==> config.mk <==
export PLATFORM = sky130hd
export DESIGN_NAME = amm_csr_bridge
export DESIGN_NICKNAME = d
export VERILOG_FILES = /design/src/rtl/cge_csr_pkg.sv /design/src/rtl/amm_csr_bridge.sv
export SDC_FILE = /design/constraint.sdc
export NUM_CORES = 1
export LEC_CHECK = 0
export ABC_AREA = 1
export ABC_CLOCK_PERIOD_IN_PS = 1500
export CAP_MARGIN = 20
export CORE_MARGIN = 2
export CORE_UTILIZATION = 42
export DETAILED_ROUTE_END_ITERATION = 12
export PLACE_DENSITY = 0.8
export SLEW_MARGIN = 20
export SYNTH_ARGS = -nofsm -noshare
export SYNTH_HDL_FRONTEND = slang
export SYNTH_SLANG_ARGS = --single-unit
==> constraint.sdc <==
create_clock -name clk -period 1.5 [get_ports clk]
set_input_delay 0.225 -clock clk [delete_from_list [all_inputs] [get_ports clk]]
set_output_delay 0.225 -clock clk [all_outputs]
set_load 0.02 [all_outputs]
==> src/rtl/cge_csr_pkg.sv <==
// Shared types for CSR bus masters.
// Bridge FSM states and default bus geometry.
package cge_csr_pkg;

  typedef enum logic [1:0] {
    IDLE    = 2'd0,
    WRITE   = 2'd1,
    RD_WAIT = 2'd2,
    ACK     = 2'd3
  } csr_state_e;

  localparam int CSR_A_WIDTH     = 10;
  localparam int CSR_D_WIDTH     = 16;
  localparam int CSR_BE_WIDTH    = 2;
  localparam int CSR_RD_LATENCY  = 2;
  localparam int CSR_CNT_WIDTH   = 3;
  localparam int CSR_MAX_LATENCY = 7;

  function automatic bit csr_lat_ok(int lat);
    return (lat >= 1) && (lat <= CSR_MAX_LATENCY);
  endfunction

endpackage

==> src/rtl/amm_csr_bridge.sv <==
// Avalon-MM slave to CSR bus master bridge.
// One command in flight; fixed-latency CSR reads.
module amm_csr_bridge
  import cge_csr_pkg::*;
#(
  parameter int A_WIDTH    = CSR_A_WIDTH,
  parameter int D_WIDTH    = CSR_D_WIDTH,
  parameter int BE_WIDTH   = CSR_BE_WIDTH,
  parameter int RD_LATENCY = CSR_RD_LATENCY
) (
  input  logic                clk,
  input  logic                rst_n,
  input  logic [A_WIDTH-1:0]  amm_address,
  input  logic                amm_read,
  input  logic                amm_write,
  input  logic [D_WIDTH-1:0]  amm_writedata,
  input  logic [BE_WIDTH-1:0] amm_byteenable,
  output logic [D_WIDTH-1:0]  amm_readdata,
  output logic                amm_waitrequest,
  output logic [A_WIDTH-1:0]  csr_addr,
  output logic [BE_WIDTH-1:0] csr_be,
  output logic [D_WIDTH-1:0]  csr_wr_data,
  output logic                csr_wr_en,
  input  logic [D_WIDTH-1:0]  csr_rd_data
);

  if (!csr_lat_ok(RD_LATENCY)) begin : g_bad_lat
    $error("amm_csr_bridge: RD_LATENCY must be 1..7");
  end

  if (BE_WIDTH * 8 != D_WIDTH) begin : g_bad_be
    $error("amm_csr_bridge: BE_WIDTH must be D_WIDTH/8");
  end

  localparam logic [CSR_CNT_WIDTH-1:0] LAT_LD =
    CSR_CNT_WIDTH'(RD_LATENCY);

  csr_state_e state_q;
  csr_state_e state_d;

  logic [CSR_CNT_WIDTH-1:0] cnt_q;

  logic accept_wr;
  logic accept_rd;
  logic rd_last;

  assign accept_wr = (state_q == IDLE) && amm_write;
  assign accept_rd = (state_q == IDLE) && amm_read
                   && !amm_write;
  // Last wait cycle: slave data is valid now.
  assign rd_last = (state_q == RD_WAIT)
                 && (cnt_q <= CSR_CNT_WIDTH'(1));

  always_ff @(posedge clk or negedge rst_n) begin
    if (!rst_n) begin
      state_q <= IDLE;
    end else begin
      state_q <= state_d;
    end
  end

  always_comb begin
    state_d = state_q;
    unique case (state_q)
      IDLE: begin
        if (accept_wr) begin
          state_d = WRITE;
        end else if (accept_rd) begin
          state_d = RD_WAIT;
        end
      end
      WRITE: begin
        state_d = ACK;
      end
      RD_WAIT: begin
        if (rd_last) begin
          state_d = ACK;
        end
      end
      ACK: begin
        state_d = IDLE;
      end
      default: begin
        state_d = IDLE;
      end
    endcase
  end

  always_ff @(posedge clk or negedge rst_n) begin
    if (!rst_n) begin
      cnt_q <= '0;
    end else if (accept_rd) begin
      cnt_q <= LAT_LD;
    end else if ((state_q == RD_WAIT) && (cnt_q != '0)) begin
      cnt_q <= cnt_q - CSR_CNT_WIDTH'(1);
    end
  end

  always_ff @(posedge clk or negedge rst_n) begin
    if (!rst_n) begin
      csr_addr <= '0;
      csr_be   <= '0;
    end else if (accept_wr || accept_rd) begin
      csr_addr <= amm_address;
      csr_be   <= amm_byteenable;
    end
  end

  always_ff @(posedge clk or negedge rst_n) begin
    if (!rst_n) begin
      csr_wr_data <= '0;
    end else if (accept_wr) begin
      csr_wr_data <= amm_writedata;
    end
  end

  always_ff @(posedge clk or negedge rst_n) begin
    if (!rst_n) begin
      amm_readdata <= '0;
    end else if (rd_last) begin
      amm_readdata <= csr_rd_data;
    end
  end

  assign csr_wr_en       = (state_q == WRITE);
  assign amm_waitrequest = (state_q != ACK);

endmodule

# After elaboration in Yosys (flattened, before gate mapping)
# Index checks and enable logic that the tools add are counted.
[totals]
regBits = 49
in_bits = 48
out_inout_bits = 46
elab_cells = 31
[classes]
addsub = 1
order_cmp = 1
n_eq_ne = 6
mux = 6
n_reduce_logical = 11
[ops]
columns = ["cell", "n"]
rows = [
  ["$pmux 2 s4", 1],
  ["$mux 2", 3],
  ["$mux 3", 2],
  ["$logic_and 1x1->1", 5],
  ["$eq 2x2->1 const B", 2],
  ["$ne 2x2->1 const B", 2],
  ["$le 3x1->1 const B", 1],
  ["$ne 3x3->1 const B", 1],
  ["$reduce_bool 3->1", 1],
  ["$sub 3x1->3 const B", 1],
  ["$eq 2x1->1 const B", 1],
  ["$logic_not 2->1", 1],
  ["$reduce_and 2->1", 1],
  ["$reduce_bool 2->1", 1],
  ["$logic_not 1->1", 1],
  ["$logic_or 1x1->1", 1],
]

# Longest topological paths before layout
# Gate-level depths: netlist (run 1).
[logic_depth]
ltp_word = 6
mapped_depth = 9
ltp_nobuf = 8

# Worst setup path after synthesis (run 1)
# No wires, ideal clock.
[synth_path]
path_kind = "register to register"
startpoint = "reg state_q[0]"
endpoint = "reg csr_wr_data[0]"
arrival_time_ps = 1241
path_slack_ps = 134
path_stages_with_launch = 6
n_path_buf = 1
period_less_slack_ps = 1366
path_cell_list = "dfrtp_1 > inv_1 > ha_1 > nand2_2 > buf_6 > mux2_4"
[synth_via]
elab_chain_len = 2
[synth_lines]
columns = ["element", "line", "text"]
rows = [
  ["start, declared", "amm_csr_bridge.sv:38", "csr_state_e state_q;"],
  ["start signal, assigned", "amm_csr_bridge.sv:58", "state_q <= state_d;"],
  ["$logic_not 2->1", "amm_csr_bridge.sv:47", "assign accept_wr = (state_q == IDLE) && amm_write;"],
  ["$logic_and 1x1->1", "amm_csr_bridge.sv:47", ""],
  ["end signal, assigned", "amm_csr_bridge.sv:113", "csr_wr_data <= amm_writedata;"],
  ["end, declared", "amm_csr_bridge.sv:22", "output logic [D_WIDTH-1:0] csr_wr_data,"],
]
# No other way between the ends.
# A chain may end at the register's enable or synchronous reset.

# Worst setup path after layout (run 1)
[layout_path]
startpoint = "reg state_q[1]"
endpoint = "reg csr_wr_data[2]"
# The elaborated chain is that of the path after synthesis.

==> out/summary.log, run 1 <==
INFO  yosys          most_frequently_used_cell_type_in_the_post_synthesis_netlist=sky130_fd_sc_hd__nand2_1
INFO  worst_setup_path timing.critical_path.fanout_max=12
INFO  floorplanning  ioPinCount=94
INFO  layout         regArea=0.001226sqmm
INFO  worst_setup_path critical_path.endpoint_type=flip-flop
INFO  yosys          yosysUniqueCellTypes=18
INFO  clock_network  cts_root_buf=sky130_fd_sc_hd__clkbuf_8
INFO  global_route   number_of_antenna_violations_at_the_first_check_in_global_routing=0
INFO  worst_setup_path cp_slowest_stage_delay=0.42ns
INFO  yosys          postSynthNetCount=263
INFO  placement      detailedPlacementHpwl=3586um
INFO  routing        drt.antenna.violating_nets=0
INFO  yosys          yosys.area.top_type=sky130_fd_sc_hd__dfrtp_1
INFO  layout         final_nets=366
INFO  power_and_ir_drop powerDensity=2146mW/mm^2
INFO  yosys          async_s_r_ff_share_synth=1.000
INFO  layout         num-fill-cells=406
INFO  layout         multi_input_area=868.3squm
INFO  routing        vias_per_cell=4.672
INFO  worst_setup_path worst_ep_required_time=1.69ns
INFO  worst_setup_path r2r.worst_path.cells=5
INFO  yosys          synth-seq-area-share=0.5613
INFO  power_and_ir_drop max-vdd-ir-drop=1018uV
INFO  layout         utilization=0.6686
INFO  clock_network  clk_path_buf_depth=2
INFO  worst_setup_path critPathLaunchType=flip-flop
INFO  yosys          synthTopCellsByArea=sky130_fd_sc_hd__dfrtp_1 (56%), sky130_fd_sc_hd__nand2_1 (14%), sky130_fd_sc_hd__mux2_4 (11%)
INFO  routing        drc=0
INFO  routing        routed_wire_length=5198um
INFO  global_route   first_global_vias=1863
INFO  job            cap_violations=0
INFO  worst_setup_path worstSetupPathType=flip-flop to flip-flop
INFO  worst_setup_path r2r-start=state_q[1]
INFO  yosys          yosys.area.top_type_share=0.5613
INFO  clock_network  h_tree_levels=2
INFO  global_route   grt_overflow_total=0
INFO  yosys          synth_top_flop_cell=sky130_fd_sc_hd__dfrtp_1
INFO  clock_network  clock_latency_at_the_later_pin_of_the_worst_skew_pair=0.30ns
INFO  placement      place_worst_setup_slack=-0.02063ns
INFO  sta            worst_slew_margin_rel=0.8215
INFO  floorplanning  floorplan.core_area=0.005075sqmm
INFO  placement      place_area=0.003187sqmm
INFO  layout         finish.cell_count_without_fillers=381
INFO  power_and_ir_drop totalPowerFinal=7.282mW
INFO  layout         drive_above_1_share=0.1608
INFO  sta            layout_worst_path_cycle_share=0.9547
INFO  layout         synthToLayoutAreaGrowth=55.33%
INFO  sta            worst_hold_slack=0.4409ns
INFO  yosys          ys_seq_elements=49
INFO  yosys          synth-edff-count=0
INFO  yosys          synth_commonest_cells=sky130_fd_sc_hd__nand2_1 (82), sky130_fd_sc_hd__dfrtp_1 (49), sky130_fd_sc_hd__nand3_1 (21), sky130_fd_sc_hd__mux2_4 (16)
INFO  placement      placedCellCount=368
INFO  layout         final_area=0.003393sqmm
INFO  worst_setup_path worst_flop_to_flop_path_endpoint=csr_wr_data[2]
INFO  yosys          synth.avg_cell_area=10.55squm
INFO  sta            max_freq=0.6983GHz
INFO  clock_network  tritoncts=yes
INFO  worst_setup_path worst-r2r-setup-slack=0.07ns
INFO  layout         n_antenna_cell=0
INFO  floorplanning  floorplan.die.height=76.12um
INFO  floorplanning  placementRows=26
INFO  clock_network  clock-sinks=49
INFO  worst_setup_path worst_path_max_delay_cell=sky130_fd_sc_hd__dfrtp_1
INFO  routing        drt_iter0_drc=87
INFO  routing        vias=1780
INFO  sta            clock_skew=0.006867ns
INFO  sta            aggregate_negative_setup_slack=0ns
INFO  sta            worst-slew-pin-transition=0.2678ns
INFO  floorplanning  start_util=0.4305
INFO  worst_setup_path path_cells=inv_1 > ha_2 > nand2_4 > clkbuf_16 > mux2_4
INFO  global_route   global_route_wire_length_before_repair=8638um
INFO  outcome        outcome=finished clean
INFO  yosys          syn_inst=207
INFO  sta            clock_period_minus_worst_slack=1.432ns
INFO  sta            setup_violations=0
INFO  yosys          cell_area_synth=0.002185sqmm
INFO  floorplanning  floorplan.die_area=0.005794sqmm
INFO  yosys          yosysWarningCount=0
INFO  global_route   total_global_routing_track_utilization=0.1857
INFO  floorplanning  die_width=76.12um
INFO  routing        wire_per_inst=13.64um
INFO  power_and_ir_drop leakagePower=1.903nW
INFO  clock_network  tritoncts.num_buffers=5
INFO  placement      port-buffer-count=93
INFO  placement      gpl.final_weighted_congestion=0.7999
INFO  routing        detail_route.first_pass.iterations=4
INFO  global_route   grt_start_max_net_pins=50
INFO  sta            report.final.slew_viol_count=0
INFO  worst_setup_path critPathArrivalTime=1.63ns
INFO  clock_network  clkTransAtPathRegs=0.09ns
INFO  sta            post-route-worst-setup-slack=0.06793ns
INFO  sta            report.final.hold_viol_count=0
INFO  min_path       worst_hold_path_type=primary input to async pin
worst max-delay path, delay by kind of cell (launching register included):
kind	cells	cell delay, ns
adder cells (fa/ha/maj)	1	0.22
buffers and inverters	2	0.31
flip-flops	1	0.42
multiplexers	1	0.29
AND/OR/NAND/NOR	1	0.09
kinds of logic (layout without fill, tap and decap cells):
logic type                 Yosys count  count (layout)  synth area share
and+or+nand+nor                    113             113            0.2176
DFF                                 49              49            0.5613
muxes                               16              16            0.1100
buffers and inverters               16             120           0.05154
adders and majority gates            8               8           0.04582
AOI/OAI and AO/OA                    5               5           0.01375
worst max path at each step:
stage,startpoint,to,slack (ns),cells past startpoint
final,state_q[1],csr_wr_data[2],0.07,5
after global routing,state_q[1],state_q[1],-0.01,8
after CTS,csr_wr_data[3],csr_wr_data[3],0.002,1
after detailed placement,state_q[0],csr_be[1],-0.02,7
after global placement,amm_write,csr_wr_data[7],0.04,4
after floorplan,state_q[0],csr_wr_data[0],0.13,5
cell type report:
class	count	share of cell area
Clock buffer	6	0.02434
Clock inverter	2	0.01106
Inverter	9	0.01143
Multi-Input combinational cell	142	0.2559
Sequential cell	49	0.3614
Tap cell	70	0.02581
Timing Repair Buffer	103	0.3101
where the power goes:
group | internal, mW | switching, mW
clock network | 0.542 | 0.437
logic | 1.81 | 2.13
registers | 1.99 | 0.364
what timing repair did:
action                                  CTS  global route
gates resized for setup                  34            27
setup buffers                             0             3
hold buffers                              1             0
endpoints found under the setup margin   38            53
hold endpoints to repair                 49             0
cloned                                    0             1
flip-flops by register name (all words and copies together) (netlist names):
register      cells
amm_readdata     16
cnt_q             3
csr_addr         10
csr_be            2
csr_wr_data      16
state_q           2
cell usage in the layout, fill, tap and decap left out, types with 2 or more instances in the layout:
cell type	n
sky130_fd_sc_hd__ha_1	7
sky130_fd_sc_hd__dlygate4sd2_1	26
sky130_fd_sc_hd__buf_2	3
sky130_fd_sc_hd__o21ai_0	2
sky130_fd_sc_hd__clkdlybuf4s50_1	46
sky130_fd_sc_hd__nor2_1	2
sky130_fd_sc_hd__nand3_1	20
sky130_fd_sc_hd__dfrtp_1	49
sky130_fd_sc_hd__buf_12	2
sky130_fd_sc_hd__dlymetal6s2s_1	18
sky130_fd_sc_hd__nand2_4	3
sky130_fd_sc_hd__inv_1	7
sky130_fd_sc_hd__nand2_1	80
sky130_fd_sc_hd__nand2_2	7
sky130_fd_sc_hd__clkbuf_8	6
sky130_fd_sc_hd__mux2_4	16
sky130_fd_sc_hd__buf_4	5
per-layer routing:
layer	GRT usage	wire length [um]	vias to the layer above
met5	0	0	-
met4	0.05818	76	0
met3	0.04621	250	10
met2	0.3179	2563	63
met1	0.2331	2307	838
li1	-	-	869
(Power assumes the default switching activity.)
==> inputs of run 2 (changes only) <==
Settings changed: CELL_PAD_IN_SITES_DETAIL_PLACEMENT set to 1, CELL_PAD_IN_SITES_GLOBAL_PLACEMENT set to 1, CORE_ASPECT_RATIO set to 1.25, CORE_UTILIZATION 42 to 31, PLACE_DENSITY 0.8 to not set, PLACE_DENSITY_LB_ADDON set to 0.1.
==> out/summary.log, run 2 (synthesis gave the netlist of run 1 again) <==
INFO  clock_network  tritoncts=yes
INFO  power_and_ir_drop powerDensity=2141mW/mm^2 [-0.22%]
INFO  clock_network  tritoncts.num_buffers=5 [unchanged]
INFO  sta            setup_violations=0 [unchanged]
INFO  floorplanning  placementRows=34 [+31%]
INFO  worst_setup_path critPathLaunchType=flip-flop
INFO  placement      gpl.final_weighted_congestion=0.7453 [-6.8%]
INFO  clock_network  clkTransAtPathRegs=0.09ns [about the same]
INFO  floorplanning  ioPinCount=94 [unchanged]
INFO  routing        drt.antenna.violating_nets=0 [unchanged]
INFO  worst_setup_path worst_setup_path_endpoint=amm_waitrequest
INFO  min_path       worst_hold_path_type=primary input to async pin
INFO  power_and_ir_drop max-vdd-ir-drop=947.7uV [-6.9%]
INFO  layout         top_regs=amm_readdata: 16 flops, csr_wr_data: 16 flops, csr_addr: 10 flops
INFO  routing        vias=1775 [-0.28%]
INFO  layout         utilization=0.4976 [-0.1710]
INFO  sta            worst-slew-pin-transition=0.4455ns [+0.1777 ns]
INFO  routing        drt_iter0_drc=32 [-63%]
INFO  global_route   grt_start_max_net_pins=24 [-52%]
INFO  floorplanning  die_width=79.09um [+3.9%]
INFO  global_route   grt_overflow_total=0 [unchanged]
INFO  placement      detailedPlacementHpwl=4416um [+23%]
INFO  worst_setup_path worst_flop_to_flop_path_endpoint=csr_wr_data[11]
INFO  floorplanning  floorplan.die_area=0.007739sqmm [+34%]
INFO  layout         n_antenna_cell=0 [unchanged]
INFO  sta            report.final.hold_viol_count=0 [unchanged]
INFO  layout         finish.cell_count_without_fillers=404 [+6.0%]
INFO  global_route   global_route_wire_length_before_repair=9515um [+10%]
INFO  worst_setup_path worst-r2r-setup-slack=0.07ns [about the same]
INFO  clock_network  clock-sinks=49 [unchanged]
INFO  clock_network  h_tree_levels=2 [unchanged]
INFO  placement      placedCellCount=393 [+6.8%]
INFO  global_route   first_global_vias=1895 [+1.7%]
INFO  layout         drive_above_1_share=0.1624 [+0.001649]
INFO  sta            worst_hold_slack=0.3957ns [-0.04518 ns]
INFO  sta            max_freq=0.6931GHz [-0.75%]
INFO  layout         layout.cells.most_common=sky130_fd_sc_hd__nand2_1
INFO  worst_setup_path r2r-start=state_q[0]
INFO  routing        drc=0 [unchanged]
INFO  placement      place_area=0.003262sqmm [+2.4%]
INFO  placement      place_worst_setup_slack=0.006307ns [+0.02693 ns]
INFO  sta            clock_period_minus_worst_slack=1.443ns [+0.01081 ns]
INFO  layout         final_nets=369 [+0.82%]
INFO  clock_network  clk_path_buf_depth=2 [unchanged]
INFO  sta            clock_skew=0.009033ns [+0.002166 ns]
INFO  sta            post-route-worst-setup-slack=0.05713ns [-0.01081 ns]
INFO  worst_setup_path critical_path.endpoint_type=output port
INFO  worst_setup_path critPathLaunch=state_q[0]
INFO  global_route   total_global_routing_track_utilization=0.1560 [-0.02973]
INFO  clock_network  clock_latency_at_the_later_pin_of_the_worst_skew_pair=0.30ns [about the same]
INFO  sta            layout_worst_path_cycle_share=0.9619 [+0.007205]
INFO  routing        routed_wire_length=5873um [+13%]
INFO  placement      port-buffer-count=93 [unchanged]
INFO  clock_network  cts_root_buf=sky130_fd_sc_hd__clkbuf_8
INFO  outcome        outcome=finished clean
INFO  routing        detail_route.first_pass.iterations=3 [-1]
INFO  floorplanning  floorplan.die.height=97.86um [+29%]
INFO  routing        vias_per_cell=4.394 [-6.0%]
INFO  job            cap_violations=0 [unchanged]
INFO  layout         final_area=0.003430sqmm [+1.1%]
INFO  layout         mostFrequentLayoutCells=sky130_fd_sc_hd__nand2_1 (81), sky130_fd_sc_hd__dfrtp_1 (49), sky130_fd_sc_hd__clkdlybuf4s50_1 (46), sky130_fd_sc_hd__dlygate4sd2_1 (33), sky130_fd_sc_hd__nand3_1 (21)
INFO  floorplanning  start_util=0.3170 [-0.1135]
INFO  worst_setup_path timing.critical_path.fanout_max=4 [-8]
INFO  layout         synthToLayoutAreaGrowth=56.99%
INFO  sta            report.final.slew_viol_count=0 [unchanged]
INFO  worst_setup_path worstSetupPathType=flip-flop to output port
INFO  routing        wire_per_inst=14.54um [+6.6%]
INFO  global_route   number_of_antenna_violations_at_the_first_check_in_global_routing=0 [unchanged]
INFO  sta            worst_slew_margin_rel=0.7030 [-0.1185]
INFO  worst_setup_path r2r.worst_path.cells=5 [unchanged]
INFO  worst_setup_path critPathArrivalTime=1.22ns [-0.41 ns]
INFO  floorplanning  floorplan.core_area=0.006892sqmm [+36%]
INFO  power_and_ir_drop leakagePower=1.855nW [-2.5%]
INFO  worst_setup_path worst_ep_required_time=1.27ns [-0.42 ns]
[run 2: metrics by stage]
stage	setup TNS [ns]	power, mW
floorplan	0	4.817
global placement	0	6.596
detailed placement	0	6.706
CTS	0	7.383
global route	-0.01498	7.890
finish	0	7.343
[run 2: metal layers]
layer / GRT usage / part of all wire / up-vias
met5: 0 / 0 / -
met3: 0.03512 / 0.043 / 2
met4: 0.03183 / 0.0029 / 0
met2: 0.2718 / 0.51 / 46
met1: 0.1976 / 0.44 / 862
li1: - / - / 865
[run 2: how the worst min path moves through the flow]
stage,from,end,slack [ns],cells past startpoint
6_report,rst_n,amm_readdata[5],0.40,2
5_1_grt,rst_n,amm_readdata[7],0.43,2
4_1_cts,rst_n,amm_readdata[7],0.41,2
3_5_place_dp,rst_n,amm_readdata[5],0.21,1
3_3_place_gp,rst_n,amm_readdata[7],0.19,1
2_1_floorplan,rst_n,amm_readdata[0],-0.07,0
[run 2: final cells by class]
type | instances | area [sq um]
inverter | 9 | 38.79
fill | 781 | 3462
multi-input combinational | 142 | 868.3
timing repair buffer | 106 | 1064
clock buffer | 6 | 82.58
clock inverter | 2 | 37.54
sequential | 49 | 1226
tap | 90 | 112.6
[run 2: timing repair]
action	4_1_cts	5_1_grt
endpoints found under the setup margin	35	55
buffers inserted	0	1
gates resized for setup	39	18
endpoints found under the hold margin	14	0
hold buffers	1	0
cloned	0	1
[run 2: critical path, stage by stage (launching register included)]
cell and delay (ns):
sky130_fd_sc_hd__dfrtp_1 0.42, sky130_fd_sc_hd__ha_1 0.21, sky130_fd_sc_hd__inv_1 0.05, sky130_fd_sc_hd__clkdlybuf4s15_2 0.25
[run 2: report_power, final]
group	total (mW)	internal [mW]	switching, mW
combinational	4.00	1.81	2.19
clock	0.979	0.542	0.437
sequential	2.36	1.99	0.368
==> inputs of run 3 (changes only) <==
Settings changed: ABC_AREA 1 to not set, ABC_CLOCK_PERIOD_IN_PS 1500 to 1550, CORE_UTILIZATION 31 to 33, CTS_BUF_LIST set to sky130_fd_sc_hd__clkbuf_8.
Clock period 1.5 ns to 1.55 ns, I/O delays scaled along.
==> out/summary.log, run 3 <==
INFO  floorplanning  start_util=0.3353 [+0.01833]
INFO  clock_network  clock-sinks=49 [unchanged]
INFO  layout         top_regs=amm_readdata: 16 flops, csr_wr_data: 16 flops, csr_addr: 10 flops
INFO  outcome        outcome=finished clean
INFO  layout         n_antenna_cell=0 [unchanged]
INFO  placement      placedCellCount=319 [-19%]
INFO  layout         layout.cells.most_common=sky130_fd_sc_hd__clkdlybuf4s50_1
INFO  sta            aggregate_negative_setup_slack=0ns [unchanged]
INFO  yosys          synth-edff-count=0 [unchanged]
INFO  floorplanning  floorplan.die_area=0.006833sqmm [-12%]
INFO  yosys          synthTopCellsByArea=sky130_fd_sc_hd__dfrtp_1 (60%), sky130_fd_sc_hd__mux2_2 (19%), sky130_fd_sc_hd__mux2_1 (6.1%)
INFO  floorplanning  die_width=74.34um [-6.0%]
INFO  worst_setup_path critPathArrivalTime=1.73ns [+0.51 ns]
INFO  power_and_ir_drop leakagePower=1.667nW [-10%]
INFO  clock_network  clkTransAtPathRegs=0.10ns [about the same]
INFO  floorplanning  placementRows=32 [-5.9%]
INFO  global_route   first_global_vias=1606 [-15%]
INFO  clock_network  h_tree_levels=2 [unchanged]
INFO  sta            setup_violations=0 [unchanged]
INFO  placement      gpl.final_weighted_congestion=0.7438 [-0.20%]
INFO  global_route   total_global_routing_track_utilization=0.1576 [+0.001619]
INFO  routing        drt.antenna.violating_nets=0 [unchanged]
INFO  min_path       worst_hold_path_type=primary input to async pin
INFO  layout         drive_above_1_share=0.3320 [+0.1695]
INFO  yosys          postSynthNetCount=193 [-27%]
INFO  clock_network  tritoncts.num_buffers=5 [unchanged]
INFO  worst_setup_path timing.critical_path.fanout_max=8 [+4]
INFO  worst_setup_path critPathLaunchType=flip-flop
INFO  power_and_ir_drop power.internal=4.658mW [+7.1%]
INFO  placement      port-buffer-count=93 [unchanged]
INFO  yosys          synth_top_flop_cell=sky130_fd_sc_hd__dfrtp_1
INFO  clock_network  clk_path_buf_depth=2 [unchanged]
INFO  worst_setup_path critical_path.endpoint_type=flip-flop
INFO  routing        routed_wire_length=5500um [-6.4%]
INFO  global_route   grt_overflow_total=0 [unchanged]
INFO  routing        detail_route.first_pass.iterations=2 [-1]
INFO  power_and_ir_drop powerDensity=2155mW/mm^2 [+0.67%]
INFO  global_route   global_route_wire_length_before_repair=8183um [-14%]
INFO  power_and_ir_drop totalPowerFinal=7.403mW [+0.81%]
INFO  power_and_ir_drop max-vdd-ir-drop=1072uV [+13%]
INFO  placement      detailedPlacementHpwl=3989um [-9.7%]
INFO  power_and_ir_drop sequentialPowerShare=0.317 [-0.005]
INFO  floorplanning  floorplan.core_area=0.006086sqmm [-12%]
INFO  clock_network  cts_root_buf=sky130_fd_sc_hd__clkbuf_8
INFO  yosys          most_frequently_used_cell_type_in_the_post_synthesis_netlist=sky130_fd_sc_hd__dfrtp_1
INFO  layout         mostFrequentLayoutCells=sky130_fd_sc_hd__clkdlybuf4s50_1 (71), sky130_fd_sc_hd__dfrtp_1 (47), sky130_fd_sc_hd__mux2_2 (28), sky130_fd_sc_hd__dlymetal6s2s_1 (19), sky130_fd_sc_hd__mux2_4 (17)
INFO  layout         num-fill-cells=608 [-22%]
INFO  floorplanning  ioPinCount=94 [unchanged]
INFO  yosys          syn_inst=137 [-34%]
INFO  yosys          async_s_r_ff_share_synth=1.000 [unchanged]
INFO  yosys          ys_seq_elements=49 [unchanged]
INFO  power_and_ir_drop pwr-share-comb=0.581 [+0.036]
INFO  sta            report.final.slew_viol_count=0 [unchanged]
INFO  power_and_ir_drop share_clk_of_total_power=0.102 [-0.031]
INFO  worst_setup_path worstSetupPathType=flip-flop to flip-flop
INFO  routing        drc=0 [unchanged]
INFO  global_route   number_of_antenna_violations_at_the_first_check_in_global_routing=0 [unchanged]
INFO  worst_setup_path worst_ep_required_time=1.74ns [+0.47 ns]
INFO  sta            layout_worst_path_cycle_share=0.9915
INFO  sta            unrepaired_setup_endpoints_after_global_routing=yes
INFO  power_and_ir_drop switching_share_of_power=0.3708 [-0.03688]
INFO  layout         synthToLayoutAreaGrowth=68.30%
INFO  routing        wire_per_inst=16.72um [+15%]
INFO  clock_network  clock_latency_at_the_later_pin_of_the_worst_skew_pair=0.30ns [about the same]
INFO  yosys          yosys.area.top_type_share=0.6009 [+0.03958]
INFO  yosys          cell_area_synth=0.002041sqmm [-6.6%]
INFO  yosys          synth-seq-area-share=0.6009 [+0.03958]
INFO  sta            report.final.hold_viol_count=0 [unchanged]
INFO  yosys          synth_commonest_cells=sky130_fd_sc_hd__dfrtp_1 (49), sky130_fd_sc_hd__mux2_2 (34), sky130_fd_sc_hd__mux2_1 (11), sky130_fd_sc_hd__ha_1 (8), sky130_fd_sc_hd__inv_1 (7)
INFO  yosys          yosys.area.top_type=sky130_fd_sc_hd__dfrtp_1
INFO  layout         finish.cell_count_without_fillers=329 [-19%]
INFO  sta            worst-slew-pin-transition=0.4945ns [+0.04905 ns]
INFO  sta            clock_period_minus_worst_slack=1.537ns
INFO  clock_network  tritoncts=yes
INFO  job            cap_violations=0 [unchanged]
INFO  routing        drt_iter0_drc=45 [+41%]
INFO  yosys          yosysWarningCount=0 [unchanged]
INFO  yosys          synth.avg_cell_area=14.90squm [+41%]
INFO  sta            worst_slew_margin_rel=0.6703 [-0.03270]
INFO  layout         final_nets=299 [-19%]
INFO  routing        vias_per_cell=4.520 [+2.9%]
INFO  sta            clock_skew=0.008843ns [-0.0001902 ns]
INFO  floorplanning  floorplan.die.height=91.92um [-6.1%]
INFO  power_and_ir_drop netSwitchingPower=2.745mW [-8.3%]
INFO  routing        vias=1487 [-16%]
INFO  sta            max_freq=0.6507GHz
INFO  global_route   grt_start_max_net_pins=31 [+29%]
INFO  yosys          yosysUniqueCellTypes=24 [+6]
-- run 3: cell types whose count changed in the layout (fill, tap and decap cells not counted), moves of 5 or more --
| cell | before | now |
|---|---|---|
| sky130_fd_sc_hd__nand2_1 | 81 | 2 |
| sky130_fd_sc_hd__dlygate4sd2_1 | 33 | 0 |
| sky130_fd_sc_hd__mux2_2 | 0 | 28 |
| sky130_fd_sc_hd__clkdlybuf4s50_1 | 46 | 71 |
| sky130_fd_sc_hd__nand3_1 | 21 | 1 |
| sky130_fd_sc_hd__dlymetal6s2s_1 | 11 | 19 |
| sky130_fd_sc_hd__nand2_2 | 7 | 0 |
| sky130_fd_sc_hd__inv_1 | 8 | 3 |
-- run 3: timing repair --
| item | 4_1_cts | 5_1_grt |
|---|---|---|
| buffers inserted | 0 | 0 |
| pin swaps | 1 | 3 |
| hold buffers | 1 | 0 |
| setup endpoints to repair | 21 | 50 |
| endpoints found under the hold margin | 19 | 0 |
| cloned | 0 | 1 |
| resized for setup | 15 | 46 |
-- run 3: layout make-up --
class | instances | area [sq um] | share of cell area
multi-input cells | 78 | 888.4 | 0.2587
clock inverters | 3 | 21.27 | 0.006193
clock buffers | 5 | 68.82 | 0.02004
inverters | 7 | 26.28 | 0.007650
well taps | 85 | 106.4 | 0.03097
repair buffers | 102 | 1095 | 0.3188
flip-flops and latches | 49 | 1229 | 0.3577
-- run 3: final timing paths --
check | startpoint | end | slack, ns | cells after the start
hold reg to reg | csr_addr[6] | csr_addr[6] | 0.51 | 1
max in group asynchronous | rst_n | cnt_q[0] | 0.58 | 3
setup reg to reg | cnt_q[1] | amm_readdata[10] | 0.01 | 5
min in group clk | csr_addr[6] | csr_addr[6] | 0.51 | 1
hold / removal | rst_n | amm_readdata[3] | 0.42 | 2
setup / recovery | cnt_q[1] | amm_readdata[10] | 0.01 | 5
-- run 3: per-stage QoR --
stage,setup WS [ns],cell area [sq um],hold WS (ns),utilization
floorplan,0.001097,2046,-0.06309,-
global placement,-0.01440,3144,0.2116,0.5167
finish,0.01316,3435,0.4198,0.5644
detailed placement,-0.07790,3144,0.2231,0.5167
global route,-0.05682,3435,0.4507,0.5644
CTS,-0.009960,3283,0.4354,0.5395
-- run 3: kinds of logic after synthesis --
logic type      share of synthesized area
compound gates                    0.02513
fa+ha+maj                         0.04905
mux                                0.2581
flops                              0.6009
buf+inv                           0.02330
simple gates                      0.04353
-- run 3: critical path: stages (launching register included) --
cell and delay [ns]:
sky130_fd_sc_hd__dfrtp_1 0.43, sky130_fd_sc_hd__inv_2 0.08, sky130_fd_sc_hd__ha_2 0.20, sky130_fd_sc_hd__o21ai_4 0.21, sky130_fd_sc_hd__clkbuf_16 0.21, sky130_fd_sc_hd__mux2_4 0.30
-- run 3: per-layer routing --
layer,routed length [um],vias to the layer above,GRT usage
met1,2166,758,0.1814
met5,0,-,0
li1,-,682,-
met4,29,0,0.03571
met2,3043,45,0.2842
met3,261,2,0.04396
-- run 3: power groups by stage --
stage	Combinational [mW]	Clock [mW]	Sequential, mW
3_3_place_gp	3.75	0	2.29
6_report	4.30	0.757	2.35
3_5_place_dp	3.89	0	2.35
5_1_grt	4.56	0.853	2.43
2_1_floorplan	1.33	0	3.03
4_1_cts	4.01	0.796	2.34
==> patch 1: new RTL, settings of run 2 <==
The 4 states of `csr_state_e` get a one-hot encoding in 4 bits.
--- a/src/rtl/cge_csr_pkg.sv
+++ b/src/rtl/cge_csr_pkg.sv
@@ -2,11 +2,11 @@
 // Bridge FSM states and default bus geometry.
 package cge_csr_pkg;
 
-  typedef enum logic [1:0] {
-    IDLE    = 2'd0,
-    WRITE   = 2'd1,
-    RD_WAIT = 2'd2,
-    ACK     = 2'd3
+  typedef enum logic [3:0] {
+    IDLE    = 4'b0001,
+    WRITE   = 4'b0010,
+    RD_WAIT = 4'b0100,
+    ACK     = 4'b1000
   } csr_state_e;
 
   localparam int CSR_A_WIDTH     = 10;
Formal check against the unedited RTL: same outputs for any inputs over 10 cycles, from zero or initial values and one cycle with rst_n low; not proved beyond that.
==> patch 1 against run 2 <==
Non-clock buffer count is 13 higher; clock power shrank 12%; sequential share of layout area barely moved; routed wire length increased by 1.0%; area after synthesis down 0.23%; setup slack worse by 16 ps; design area up 4.3%; total power fell by 4.1%; critical path depth up 4; die area shrank 0.21%; register-to-register slack got worse by 30 ps; fmax down 1.1%; sequential cell count is 2 higher; highest routed layer unchanged.
==> patch 1: results <==
metrics = {
    "run_status": {
        "status": "finished, final reports clean",
    },
    "timing": {
        "skew_ps": 7.01,
        "tightest_slew_ps": 409,
    },
    "pwr": {
        "switchingPower_mw": 2.97,
        "pwr-share-clk_pct": 12.2,
        "peakVddDrop_mv": 0.856,
        "power.static_leakage_nw": 1.90,
        "p_int_mw": 4.08,
    },
    "placement": {
        "gp_congestion": 0.683,
        "dp_cells": 434,
        "place_ws_ps": -99.5,
        "place_area_sq_mm": 0.00333,
        "dp_hpwl_um": 4200,
    },
    "worst_setup_path": {
        "end_kind": "flip-flop",
        "critPathArrivalTime_ps": 1700,
        "critical_path.max_stage_delay_ps": 590,
        "crit_fanout": 8,
        "cp_slowest_cell": "dfstp_2",
    },
    "detailed_routing": {
        "vias": 1996,
        "drt_wl_total_um": 5930,
        "detail_route.first_pass.iterations": 4,
        "dr.first_iter.drc_count": 45,
    },
    "cells_and_area": {
        "num-nets-final": 414,
        "nFillCells": 823,
        "drive_above_1_share_pct": 14.8,
        "fin_cells": 454,
    },
    "global_routing": {
        "antenna_found_initial": 0,
        "grt_usage_pct": 15.0,
        "grt_first_pass_wirelength_um": 9420,
        "grt_pass1_vias": 2097,
        "grt_max_degree": 25,
    },
    "logic_synthesis": {
        "synthTopCellsByArea": "dfrtp_1 57%, nand2_1 18%, o21ai_0 6.0%, inv_1 4.0%, ha_1 1.7%",
        "syn_avg_cell_area_sq_um": 8.97,
        "yosys-top-cells-count": "106 x nand2_1, 50 x dfrtp_1, 26 x o21ai_0",
        "synth_seq_area_share_pct": 58.6,
        "synth_cell_type_count": 22,
        "synth_fp_nets": 294,
    },
}
-- patch 1: changes by cell type in the layout (fill, tap and decap cells not counted), sizes merged, moves of 2 or more --
cell,delta
dlygate4sd2,-10
buf,+15
ha,-5
nand2,+18
nand3,-13
nor2,+8
inv,+15
nand4,+2
mux2,-16
o21ai,+27
dlymetal6s2s,+10
-- patch 1: worst paths after layout --
kind	start	end	slack, ps	cells after the start
max	state_q[0]	csr_wr_data[6]	40	7
min	rst_n	amm_readdata[0]	380	2
max reg2reg	state_q[0]	csr_wr_data[6]	40	7
min reg2reg	amm_readdata[2]	amm_readdata[2]	470	2
max in group asynchronous	rst_n	csr_wr_data[9]	630	3
min in group clk	amm_writedata[0]	csr_wr_data[0]	450	3
-- patch 1: layout make-up --
type	count	area (sq um)	share of cell area, %
Sequential cell	51	1280	35.7
Multi-Input combinational cell	162	800	22.4
Timing Repair Buffer	119	1200	33.5
Tap cell	90	113	3.15
Inverter	24	90.1	2.52
Clock buffer	8	100	2.80
-- patch 1: what timing repair did --
action | CTS | global route
hold endpoints to repair | 12 | 0
buffers inserted | 0 | 10
cloned | 0 | 1
pin swaps | 0 | 3
hold buffers | 1 | 0
resized for setup | 30 | 38
endpoints found under the setup margin | 25 | 56
-- patch 1: worst register-to-register path, delay by kind of cell, from the launching register on --
kind	cells	cell delay, ps
buf+inv	2	190
flops	1	590
simple gates	5	620
-- patch 1: cells by family after synthesis --
logic type	share of synthesized area (%)
AND/OR/NAND/NOR	25.1
flip-flops	58.6
buffers and inverters	6.49
AO/OA/AOI/OAI	7.63
adder cells (fa/ha/maj)	1.72
XOR/XNOR	0.402
-- patch 1: routing by layer --
layer  routed length, um  GRT usage [%]
met2                3010           26.3
met3                 521           5.18
met5                   0              0
met4                  65           3.98
met1                2330           17.2
==> patch 2: new RTL, flow settings as in run 2 <==
Without the edit above. The package constant `CSR_CNT_WIDTH` goes from 3 to 6.
--- a/src/rtl/cge_csr_pkg.sv
+++ b/src/rtl/cge_csr_pkg.sv
@@ -13,7 +13,7 @@
   localparam int CSR_D_WIDTH     = 16;
   localparam int CSR_BE_WIDTH    = 2;
   localparam int CSR_RD_LATENCY  = 2;
-  localparam int CSR_CNT_WIDTH   = 3;
+  localparam int CSR_CNT_WIDTH   = 6;
   localparam int CSR_MAX_LATENCY = 7;
 
   function automatic bit csr_lat_ok(int lat);
Function: same outputs for any inputs over 10 cycles, from zero or initial values and one cycle with rst_n low; that may be too few to reach the edited logic, so the function may still have changed.
==> patch 2 against run 2 <==
Clock power decreased by 20%; setup slack improved by 66 ps; synthesized cell count increased by 29%; cell count increased by 15%; critical path depth unchanged; area after synthesis increased by 5.8%; sequential cell count increased by 3; routed wire length increased by 13%; total power about the same; design area increased by 2.6%; sequential share of layout area increased by 1.3 points; die area increased by 5.6%; highest routed layer unchanged.
==> patch 2: results <==
metrics = {
    "global_routing": {
        "grt_usage_pct": 17.0,
        "grt_first_pass_wirelength_um": 10900,
        "grt_max_degree": 53,
        "grt_pass1_vias": 2313,
    },
    "cts": {
        "clockBufferDepth": 2,
        "clk_latency_ps": 300,
        "clkSlewWorstSetupHoldPaths_ps": 90,
        "clock_tree.root_cell": "clkbuf_8",
        "ctsHtreeMaxLevel": 2,
        "cts-buffers-inserted": 5,
    },
    "placement": {
        "place_area_sq_mm": 0.00340,
        "dp_hpwl_um": 4720,
        "gp_congestion": 0.752,
        "numPortBuffers": 93,
        "place_ws_ps": -13.9,
    },
    "cells_and_area": {
        "reg_top3": "amm_readdata x16, csr_wr_data x16, csr_addr x10",
        "nFillCells": 858,
        "drive_above_1_share_pct": 11.5,
        "antennaDiodeCount": 0,
        "num-nets-final": 428,
    },
    "detailed_routing": {
        "wire_per_inst_um": 14.2,
        "via_per_inst": 4.58,
        "dr.first_iter.drc_count": 71,
        "detail_route.first_pass.iterations": 4,
    },
    "min_path": {
        "hp-class": "in -> async",
    },
    "logic_synthesis": {
        "yosys-top-cells-count": "126 x nand2_1, 52 x dfrtp_1, 37 x nand3_1",
        "synthTopCellsByArea": "dfrtp_1 56%, nand2_1 20%, nand3_1 8.0%, ha_1 3.8%, inv_1 2.1%",
        "synth_warnings": 0,
        "synth_cell_type_count": 19,
        "synth_fp_nets": 322,
        "synth_seq_area_share_pct": 56.3,
        "synthArstFlopShare_pct": 100,
    },
    "pwr": {
        "power.static_leakage_nw": 1.92,
        "peakVddDrop_mv": 0.699,
    },
    "timing": {
        "skew_ps": 6.37,
        "setup_viol": 0,
        "tightest_slew_ps": 299,
    },
    "worst_setup_path": {
        "critical_path.max_stage_delay_ps": 450,
        "critPathArrivalTime_ps": 1150,
        "cp_slowest_cell": "dfrtp_2",
        "crit_fanout": 4,
        "worstSetupStartpoint": "state_q[0]",
        "reg2regPathDepth": 6,
    },
    "run_status": {
        "status": "finished, final reports clean",
    },
}
[patch 2: kinds of logic after synthesis]
logic type | share of synthesized area (%)
fa+ha+maj | 3.79
flops | 56.3
buf+inv | 5.09
compound gates | 1.19
xor+xnor | 0.379
simple gates | 33.3
[patch 2: worst paths after layout]
check	to	slack, ps
max	amm_waitrequest	120
min	amm_readdata[12]	440
max reg2reg	amm_readdata[12]	140
min reg2reg	amm_readdata[14]	480
max in group asynchronous	csr_addr[2]	810
min in group clk	csr_addr[3]	450
[patch 2: critical path, delay by kind of cell (launching register included)]
kind | cells | cell delay (ps)
DFF | 1 | 450
adders and majority gates | 1 | 200
buffers and inverters | 2 | 200
[patch 2: power by group]
group | internal, mW | total [mW] | switching (mW)
Clock | 0.318 | 0.783 | 0.466
Combinational | 1.62 | 4.07 | 2.45
Sequential | 2.08 | 2.49 | 0.410
[patch 2: stage by stage]
step,power [mW],cells
after floorplan,4.86,267
after global placement,6.76,453
after detailed placement,6.85,453
after CTS,7.31,461
after global routing,7.97,465
final,7.34,465
[patch 2: area by class of cell]
cell class              count  area [sq um]  area share [%]
flip-flops and latches     52          1300            37.0
clock inverters             2          12.5           0.356
clock buffers               5          68.8            1.96
inverters                  14          55.1            1.57
multi-input cells         190           921            26.2
well taps                  92           115            3.27
repair buffers            110          1040            29.6
[patch 2: routing by layer]
layer  vias to the layer above  global-route usage [%]  part of all wire, %
met2                        61                    29.6                   50
met4                         0                    4.04                 0.92
met5                         -                       0                    0
met3                         5                    5.47                  7.7
met1                      1015                    20.4                   42
li1                       1047                       -                    -
[patch 2: what timing repair did]
item	in CTS	in global routing
buffers inserted	0	4
hold endpoints to repair	52	0
hold buffers	1	0
gates resized for setup	49	17
pin swaps	0	1
endpoints found under the setup margin	48	55
